**src/rtl/c_wf_diag_ctrl.sv**
```systemverilog
// Priority-diagonal controller for an N x N wavefront allocator: round-robin
// advance of a one-hot diagonal, optional empty-diagonal skip, starvation override.
module c_wf_diag_ctrl #(
  parameter int num_ports        = 8,
  parameter bit skip_empty_diags = 1'b0,
  parameter int starve_limit     = 15,
  parameter int cnt_width        = $clog2(starve_limit + 1)
) (
  input  logic                           clk,
  input  logic                           reset,
  input  logic                           active,
  input  logic                           update,
  input  logic [0:num_ports*num_ports-1] req,
  input  logic [0:num_ports*num_ports-1] gnt,
  output logic [0:num_ports-1]           prio_diag,
  output logic [0:num_ports-1]           diag_req,
  output logic                           starve_force,
  output logic                           starve_any
);

  localparam logic [cnt_width-1:0]   LIMIT    = cnt_width'(starve_limit);
  localparam logic [0:num_ports-1]   PRIO_RST = {1'b1, {(num_ports-1){1'b0}}};

  logic [0:num_ports-1] prio_q, prio_d;
  logic                 force_q, force_d;
  logic [cnt_width-1:0] age_q [num_ports];
  logic [cnt_width-1:0] age_d [num_ports];

  logic [0:num_ports-1] diag_gnt, sat, rot, starve_pick, skip_pick;
  logic                 starve_hit, skip_hit, commit;

  assign commit       = active & update;
  assign prio_diag    = prio_q;
  assign starve_force = force_q;
  assign starve_any   = |sat;

  // Cell (i,j) lies on diagonal (i+j) mod N, so diagonal d holds (i, (d-i) mod N).
  always_comb begin
    diag_req = '0;
    diag_gnt = '0;
    for (int d = 0; d < num_ports; d++) begin
      sat[d] = (age_q[d] == LIMIT);
      for (int i = 0; i < num_ports; i++) begin
        diag_req[d] = diag_req[d] | req[i*num_ports + (d - i + num_ports) % num_ports];
        diag_gnt[d] = diag_gnt[d] | gnt[i*num_ports + (d - i + num_ports) % num_ports];
      end
    end
  end

  // Circular searches start one past the current diagonal and end on it;
  // offset k is the outer loop so the first hit is the nearest one.
  always_comb begin
    rot         = '0;
    starve_pick = '0;
    skip_pick   = '0;
    starve_hit  = 1'b0;
    skip_hit    = 1'b0;
    for (int d = 0; d < num_ports; d++) begin
      rot[(d + 1) % num_ports] = prio_q[d];
    end
    for (int k = 1; k <= num_ports; k++) begin
      for (int d = 0; d < num_ports; d++) begin
        if (prio_q[d] && !starve_hit && sat[(d + k) % num_ports]) begin
          starve_hit = 1'b1;
          starve_pick[(d + k) % num_ports] = 1'b1;
        end
        if (prio_q[d] && !skip_hit && diag_req[(d + k) % num_ports]) begin
          skip_hit = 1'b1;
          skip_pick[(d + k) % num_ports] = 1'b1;
        end
      end
    end
  end

  always_comb begin
    prio_d  = prio_q;
    force_d = force_q;
    for (int d = 0; d < num_ports; d++) begin
      age_d[d] = age_q[d];
    end
    if (commit) begin
      if (starve_hit) begin
        prio_d  = starve_pick;
        force_d = 1'b1;
      end else if (skip_empty_diags && skip_hit) begin
        prio_d  = skip_pick;
        force_d = 1'b0;
      end else begin
        prio_d  = rot;
        force_d = 1'b0;
      end
      for (int d = 0; d < num_ports; d++) begin
        if (diag_req[d] && !diag_gnt[d]) begin
          age_d[d] = sat[d] ? LIMIT : age_q[d] + 1'b1;
        end else begin
          age_d[d] = '0;
        end
      end
    end
  end

  always_ff @(posedge clk or negedge reset) begin
    if (!reset) begin
      prio_q  <= PRIO_RST;
      force_q <= 1'b0;
      for (int d = 0; d < num_ports; d++) begin
        age_q[d] <= '0;
      end
    end else begin
      prio_q  <= prio_d;
      force_q <= force_d;
      for (int d = 0; d < num_ports; d++) begin
        age_q[d] <= age_d[d];
      end
    end
  end

endmodule

```
**config.mk**
```make
export PLATFORM = sky130hd
export DESIGN_NAME = c_wf_diag_ctrl
export DESIGN_NICKNAME = d
export VERILOG_FILES = /design/src/rtl/c_wf_diag_ctrl.sv
export SDC_FILE = /design/constraint.sdc
export NUM_CORES = 1
export LEC_CHECK = 0
export ABC_AREA = 1
export CORE_UTILIZATION = 41
export DETAILED_ROUTE_END_ITERATION = 6
export PLACE_DENSITY_LB_ADDON = 0.2
export SLEW_MARGIN = 40
export SYNTH_ARGS = -nofsm -noshare
export SYNTH_HDL_FRONTEND = slang
export SYNTH_SLANG_ARGS = --single-unit
```
**constraint.sdc**
```tcl
create_clock -name clk -period 4.4 [get_ports clk]
set_clock_uncertainty 0.2 [all_clocks]
set_input_delay 1.32 -clock clk [delete_from_list [all_inputs] [get_ports clk]]
set_output_delay 1.32 -clock clk [all_outputs]
set_load 0.02 [all_outputs]
```
## Word-level counts from Yosys, hierarchy flattened

Index checks and enable logic that the tools add are counted.

| word-level totals | value |
|---|---|
| register bits after elaboration | 41 |
| input bits | 132 |
| output and inout port bits | 18 |
| word-level logic and storage cells | 491 |

| operators by class | value |
|---|---|
| add/sub/neg operators | 8 |
| eq/ne operators | 8 |
| mux-type cells | 145 |
| bitwise gates (word level) | 113 |
| reduce and logical (&&, ||, !) cells | 207 |

Operator list:

| cell | count |
|---|---|
| 1-bit logical AND | 135 |
| 1-bit two-way mux | 128 |
| 1-bit OR | 112 |
| 1-bit zero test | 71 |
| 4-bit two-way mux | 16 |
| 4-bit by 1-bit adder with 4-bit output (second input constant) | 8 |
| 4-bit == test (second input constant) | 8 |
| 8-bit two-way mux | 1 |
| 8-bit OR reduction | 1 |
| 1-bit bitwise AND | 1 |

## Depth between registers and ports, before layout

Gate-level depths: netlist of run 1.

| logic depth | value |
|---|---|
| depth after elaboration | 256 |
| mapped depth | 38 |
| depth with buffers taken out | 38 |

## Worst setup path before layout of run 1

OpenSTA, ideal clock, no wires.

| timing | value |
|---|---|
| kind | flip-flop to flip-flop |
| from | register age_q[20] (netlist name) |
| to | register prio_q (netlist bit prio_diag[1]) |
| library setup time | 0.117 ns |
| arrival time | 4.318 ns |
| data required time | 4.083 ns |
| path slack | -0.235 ns |
| stages on the path, launching flop included | 38 |
| path buffers | 0 |
| clock period less this slack | 4.635 ns |
| cell sequence | dfrtp_1 -> ha_1 -> nand4_1 -> nand2_1 -> nor2_4 -> nand4_2 -> nor2_2 -> nand4_2 -> nor2_2 -> nand4_1 -> nor2_1 -> nand4_1 -> nor2_2 -> nand4_2 -> nor2_2 -> nand4_1 -> nor2_1 -> nand4_1 -> (+2 left out) -> nor2_2 -> nand4_2 -> nor2_2 -> nand4_1 -> nor2_2 -> nand4_1 -> nor2_1 -> nand4_1 -> nor2_2 -> nand4_2 -> nor2_2 -> nand4_1 -> nor2_1 -> nand4_2 -> nor2_4 -> nand3_1 -> nand3_1 -> nand2_1 |

| on the way | value |
|---|---|
| word-level cells in the longest chain between the ends | 252 |
| elaborated cells on any way between the ends | 259 |
| classes of those cells | 1 x eq/ne; 71 x mux; 187 x reduce/logical |

RTL lines:

| element | RTL line | source |
|---|---|---|
| start, declared | 26 | `logic [cnt_width-1:0] age_q [num_ports];` |
| start signal, assigned by index | 113 | `age_q[d] <= age_d[d];` |
| 4-bit == test * | 42 | `sat[d] = (age_q[d] == LIMIT);` |
| 1-bit logical AND | 63 | `if (prio_q[d] && !starve_hit && sat[(d + k) % num_ports]) begin` |
| 1-bit two-way mux | 63 |  |
| 1-bit zero test | 63 |  |
| 1-bit logical AND (2 in a row) | 63 |  |
| 1-bit two-way mux | 63 |  |
| 1-bit zero test | 63 |  |
| 1-bit logical AND (2 in a row) | 63 |  |
| (+232 left out) | n/a |  |
| 1-bit two-way mux | 63 |  |
| 1-bit zero test | 63 |  |
| 1-bit logical AND (2 in a row) | 63 |  |
| 1-bit two-way mux | 63 |  |
| 1-bit zero test | 63 |  |
| 1-bit logical AND (2 in a row) | 63 |  |
| 1-bit two-way mux | 63 |  |
| 8-bit two-way mux * | 82 | `if (starve_hit) begin` |
| end signal, assigned | 110 | `prio_q <= prio_d;` |
| end, declared | 24 | `logic [0:num_ports-1] prio_q, prio_d;` |

Mark *: on every way between the ends. The rest lies on a longest branch, timed or not.
A chain may end at the register's enable or synchronous reset.

## Worst setup path after layout of run 1

| timing | value |
|---|---|
| from | register age_q[20] (netlist name) |
| to | register prio_q (netlist bit prio_diag[7]) |

The elaborated chain is that of the path after synthesis.

==> results of run 1 <==
-- power breakdown --
| part | internal [W] | total (W) | switching [W] |
|---|---|---|---|
| Sequential | 0.000394 | 0.000408 | 0.0000139 |
| Combinational | 0.000187 | 0.000347 | 0.000160 |
| Clock | 0.000127 | 0.000271 | 0.000144 |
| Total | 0.000708 | 0.00103 | 0.000318 |
-- cell families after synthesis --
| kind of cell | count (synthesis) | synth area share [%] |
|---|---|---|
| adders and majority gates | 8 | 2.58 |
| AOI/OAI and AO/OA | 87 | 14.4 |
| DFF | 41 | 26.5 |
| buffers and inverters | 104 | 11.8 |
| and+or+nand+nor | 312 | 44.4 |
| xor gates and xnor gates | 1 | 0.226 |
-- sequential cells by signal (all words and copies together) (netlist names) --
| name | flops |
|---|---|
| age_q | 32 |
| prio_diag | 8 |
| starve_force | 1 |
-- how the worst max path moves through the flow --
stage | start | to
2_1_floorplan | age_q[20] | prio_diag[1]
3_3_place_gp | age_q[24] | prio_diag[3]
3_5_place_dp | age_q[24] | prio_diag[7]
4_1_cts | age_q[24] | prio_diag[5]
5_1_grt | age_q[20] | prio_diag[1]
6_report | age_q[20] | prio_diag[7]
-- layout make-up --
cell class	instances	area (um2)	area share [%]
Clock buffer	6	82.6	1.21
Multi-Input combinational cell	409	2510	36.6
Tap cell	111	139	2.03
Sequential cell	41	1030	15.0
Timing Repair Buffer	309	2690	39.3
Clock inverter	2	13.8	0.201
Inverter	96	387	5.64
-- worst max-delay path: cells and delay by family, from the launching register on --
family	cells	cell delay, ns
adder cells (fa/ha/maj)	1	0.20
AND/OR/NAND/NOR	36	4.42
flip-flops	1	0.39
-- cells in the mapped netlist, types with 2 or more instances --
library cell and number:
a211oi_1 4, a21o_1 2, a21oi_1 11, a221oi_1 6, a32oi_1 3, and3_1 2
clkbuf_1 3, clkbuf_8 4, clkinv_1 3, dfrtp_1 40, ha_1 8, inv_1 81
inv_2 7, inv_4 3, nand2_1 92, nand2_2 2, nand3_1 31, nand3_4 2
nand4_1 30, nand4_2 14, nor2_1 54, nor2_2 27, nor2_4 8, nor3_1 4
nor4_1 37, o2111ai_1 5, o211ai_1 4, o21ai_0 29, o221ai_1 3, o22ai_1 14
o32ai_1 2, or2_2 5
-- per-stage QoR --
stage / util, % / instances / area [um2]
after floorplan: - / 553 / 3890
after global placement: 68.7 / 922 / 6320
after detailed placement: 68.8 / 922 / 6320
after CTS: 72.1 / 957 / 6630
after global routing: 74.5 / 974 / 6850
final: 74.5 / 974 / 6850
-- timing repair --
action	in CTS	in global routing
pin swaps	1	6
hold endpoints to repair	0	0
hold buffers	0	0
buffers inserted	26	17
setup endpoints to repair	9	11
gates resized for setup	1	20
gates cloned	1	0
-- per-layer routing --
metal / up-vias / part of all wire, % / track usage [%]
li1: 2565 / - / -
met1: 2471 / 40 / 34.7
met2: 223 / 51 / 56.4
met3: 46 / 6.3 / 4.99
met4: 0 / 3.1 / 12.6
met5: - / 0 / 0
==> impl_metrics.toml, run 1 <==
[run_status]
outcome = "finished with violations"
failed_checks = "negative setup slack"

[setup_path]
critical_path_arrival_ns = 5.30
slowest_delay_ns = 0.39
reg2reg_to = "prio_diag[7]"
worstSetupPathType = "flop to flop"
r2r_slack_ns = -0.91
worstPathMaxFanout = 5
crit_slowest_cell = "dfrtp_1"
crit_path_end_kind = "flop"
reg2regPathDepth = 37
r2r_start = "age_q[20]"
cp_data_required_time_ns = 4.39
cpMostUsedCell = "nand4_1"
cp-start-kind = "flop"

[grt]
grt_pass1_wl_um = 23700
grt_overflow = 0
globalRouteTotalUtil_pct = 30.5
grt_pass1_vias = 5160
grt_start_max_net_pins = 42
antenna_found_initial = 0

[final_layout]
layout-drive-gt1-share_pct = 30.6
layout_common_cells = "buf_4, clkdlybuf4s50_1, nand2_1"
num_antenna_cells = 0
syn_to_final_growth_pct = 76.8
final_common_cell = "buf_4"
fin_nets = 1002
num-fill-cells = 716

[floorplan]
fp-row-count = 35
die_y_um = 99.2
die_w_um = 99.2
die_area_um2 = 9840
io_pins = 150
core-area_um2 = 9200
start_util_pct = 42.1

[drt]
first_iter_violations = 238
vias = 5305
finalWirelength_um = 15300
dr.pass1.iters = 5
drtAntennaViolNets = 0
avgRoutedWirePerCell_um = 15.7
viasPerCell = 5.45
drc = 0

[synth]
syn-mean-instance-area_um2 = 7.00
synthArstFlopShare_pct = 100
synth_edf_count = 0
synth_top_area_share_pct = 25.8
synth_top_cell_by_area = "dfrtp_1"
yosysSeqAreaShare_pct = 26.5
ys_top_cells_by_area = "dfrtp_1, nand2_1, inv_1"
syn-num-nets = 693
synth_area_um2 = 3870
synthCells = 553
synth_flop_cell = "dfrtp_1"
synth.distinct_cells = 45
synth_warnings = 0
ys_ff_latch = 41

[timing]
setup_viol = 9
tightestPinTransition_ns = 0.757
min_period_ns = 5.31
period_share_pct = 121
rsz0062_at_grt = "true"
timing.fmax_mhz = 188
max_slew_margin_pct = 49.2
hold_viol_final = 0
fin_setup_tns_ns = -7.85
finalWorstSetupSlack_ns = -0.913
fin_hold_ws_ns = 0.378
slew_violations = 0

[power]
powerDensity_nw_per_um2 = 150
power_w = 0.00103
peakVddDrop_uv = 142
p_leak_nw = 3.08

[placed_design]
hpwl_um = 11900
dp_slack_ns = -0.797
io_buffers = 149
place.gp.congestion = 1.01

[clock_tree]
cts_tree = "built"
clk_pin_slew_ns = 0.09
cts_sinks = 41
htreeDepth = 2
ctsRootBufferMaster = "clkbuf_8"
clock_latency_ns = 0.30
cts_buffers = 5
cts_buffer_depth = 2

[min_path]
min_path_cells = 2
hold_end = "starve_force"
hold_path_class = "flop to flop"
worstHoldStart = "starve_force"

[flow_run]
maxCapViolCount = 0
Note: power is estimated with default switching activity, not from simulation.
==> inputs of run 2 (changes only) <==
--- a/config.mk
+++ b/config.mk
@@ -6,6 +6,7 @@
 export NUM_CORES = 1
 export LEC_CHECK = 0
 export ABC_AREA = 1
+export CAP_MARGIN = 20
 export CORE_UTILIZATION = 41
 export DETAILED_ROUTE_END_ITERATION = 6
 export PLACE_DENSITY_LB_ADDON = 0.2
==> results of run 2 <==
Final layout, timing and power as in run 1 (identical DEF).
==> inputs of run 3 (changes only) <==
--- a/config.mk
+++ b/config.mk
@@ -7,7 +7,7 @@
 export LEC_CHECK = 0
 export ABC_AREA = 1
 export CAP_MARGIN = 20
-export CORE_UTILIZATION = 41
+export CORE_UTILIZATION = 49
 export DETAILED_ROUTE_END_ITERATION = 6
 export PLACE_DENSITY_LB_ADDON = 0.2
 export SLEW_MARGIN = 40
==> constraint.sdc (replaced) <==
create_clock -name clk -period 6.8 [get_ports clk]
set_clock_uncertainty 0.2 [all_clocks]
set_input_delay 2.04 -clock clk [delete_from_list [all_inputs] [get_ports clk]]
set_output_delay 2.04 -clock clk [all_outputs]
set_load 0.02 [all_outputs]
==> run 3 against run 2 <==
The flow now finishes without violations. Routed wire length down 15%. Highest routed layer unchanged. Count of clock-buffer cells in the layout is 1 higher. Critical path depth stayed put. Hold slack got worse by 0.068 ns. Combinational power shrank 45%. Final cell count down 17%. Flip-flop and latch count unchanged.
==> impl_metrics.toml, run 3 (synthesis gave the netlist of run 1 again) <==
[run_status]
outcome = "finished clean"

[clock_tree]
cts_resized = 0
cts_buffers = 5
cts_sinks = 41
htreeDepth = 2
post-cts-setup-buffers = 0
clock_latency_ns = 0.31
clk_pin_slew_ns = 0.08
cts_buffer_depth = 2
cts_tree = "built"
holdBufCountCts = 0
ctsRootBufferMaster = "clkbuf_8"

[placed_design]
io_buffers = 149
place.gp.congestion = 0.952
dp_cells = 800
dp_slack_ns = 1.15
dpl_cell_area_um2 = 5450
hpwl_um = 10300

[power]
internal-power_w = 0.000429
p_sw_w = 0.000194
p_sw_share_pct = 31.2
powerDensity_nw_per_um2 = 113
comb_power_share_pct = 30.7
p_seq_share_pct = 43.0
peakVddDrop_uv = 81.4
pwr-share-clk_pct = 26.3
p_leak_nw = 2.27

[drt]
vias = 4680
drc = 0
first_iter_violations = 192
finalWirelength_um = 13000
drtAntennaViolNets = 0
viasPerCell = 5.79
avgRoutedWirePerCell_um = 16.0
dr.pass1.iters = 5

[timing]
tightestPinTransition_ns = 0.542
hold_viol_final = 0
max_slew_margin_pct = 63.9
fin_hold_ws_ns = 0.310
fin_setup_tns_ns = 0
rsz0062_at_grt = "false"
slew_violations = 0
timing.fmax_mhz = 172
finalWorstSetupSlack_ns = 0.996
setup_viol = 0
min_period_ns = 5.80
period_share_pct = 85.3

[setup_path]
cpMostUsedCell = "nor2_2"
reg2reg_to = "prio_diag[1]"
worstSetupPathType = "flop to flop"
crit_slowest_cell = "dfrtp_1"
cp-start-kind = "flop"
reg2regPathDepth = 37
cp_data_required_time_ns = 6.79
startpoint = "age_q[24]"
slowest_delay_ns = 0.41
worstPathMaxFanout = 9
crit_path_end_kind = "flop"
r2r_slack_ns = 1.0
r2r_start = "age_q[24]"
critical_path_arrival_ns = 5.79

[min_path]
worstHoldStart = "prio_diag[0]"
hold_end = "prio_diag[0]"
hold_path_class = "flop to flop"
min_path_cells = 2

[floorplan]
die_y_um = 90.9
core-area_um2 = 7690
fp-row-count = 32
die_w_um = 90.9
die_area_um2 = 8270
io_pins = 150
start_util_pct = 50.4

[final_layout]
largest-register = "age_q"
layout_common_cells = "clkdlybuf4s50_1, nand2_1, inv_1"
final_cells = 808
fin_nets = 845
largest_register_ffs = 32
layout-drive-gt1-share_pct = 12.2
fin_area_um2 = 5530
num_antenna_cells = 0
final_common_cell = "clkdlybuf4s50_1"
num-fill-cells = 631
syn_to_final_growth_pct = 42.8

[grt]
grt_pass1_vias = 4688
grt_overflow = 0
globalRouteTotalUtil_pct = 32.7
grt_pass1_wl_um = 21500
grt_start_max_net_pins = 42
antenna_found_initial = 0

[flow_run]
maxCapViolCount = 0
run 3: changes by cell type in the layout (fill, tap and decap cells not counted), sizes merged:
cell	previous run	this run
buf	161	5
clkbuf	6	7
clkinv	6	5
nor2	90	89
run 3: cell type report:
type	count	area (um2)	share of cell area, %
clock buffer	7	76.3	1.38
timing repair buffer	153	1520	27.5
tap	102	128	2.31
clock inverter	1	5.00	0.0905
inverter	96	387	6.99
sequential	41	1030	18.6
multi-input combinational	408	2390	43.2
run 3: per-stage QoR:
stage                     power (W)  utilization (%)
after floorplan            0.000338                -
after global placement     0.000458             70.8
after detailed placement   0.000461             70.9
after CTS                  0.000623             71.9
after global routing       0.000646             71.9
final                      0.000623             71.9
run 3: how the worst max path moves through the flow:
stage                     slack (ns)            to  depth (start not counted)
final                            1.0  prio_diag[1]                         37
after global placement          1.15   diag_req[3]                          4
after detailed placement        1.15   diag_req[3]                          4
after global routing            0.48  prio_diag[3]                         37
after CTS                       1.13   diag_req[3]                          4
after floorplan                 2.06   diag_req[3]                          2
run 3: routing by layer:
metal	global-route usage, %	up-vias	part of all wire [%]
met3	5.89	42	7.2
met4	18.0	0	4.7
met5	0	-	0
li1	-	2256	-
met1	38.4	2156	39
met2	56.2	226	49
run 3: critical path, delay by kind of cell (launching register included):
kind,cells,cell delay [ns]
adder cells (fa/ha/maj),1,0.28
AND/OR/NAND/NOR,36,4.83
flip-flops,1,0.41
run 3: power groups by stage:
stage / combinational, W / clock, W / sequential [W]
after CTS: 0.000190 / 0.000165 / 0.000268
after global placement: 0.000186 / 0 / 0.000272
after floorplan: 0.0000529 / 0 / 0.000285
after detailed placement: 0.000189 / 0 / 0.000272
final: 0.000191 / 0.000164 / 0.000268
after global routing: 0.000204 / 0.000173 / 0.000269
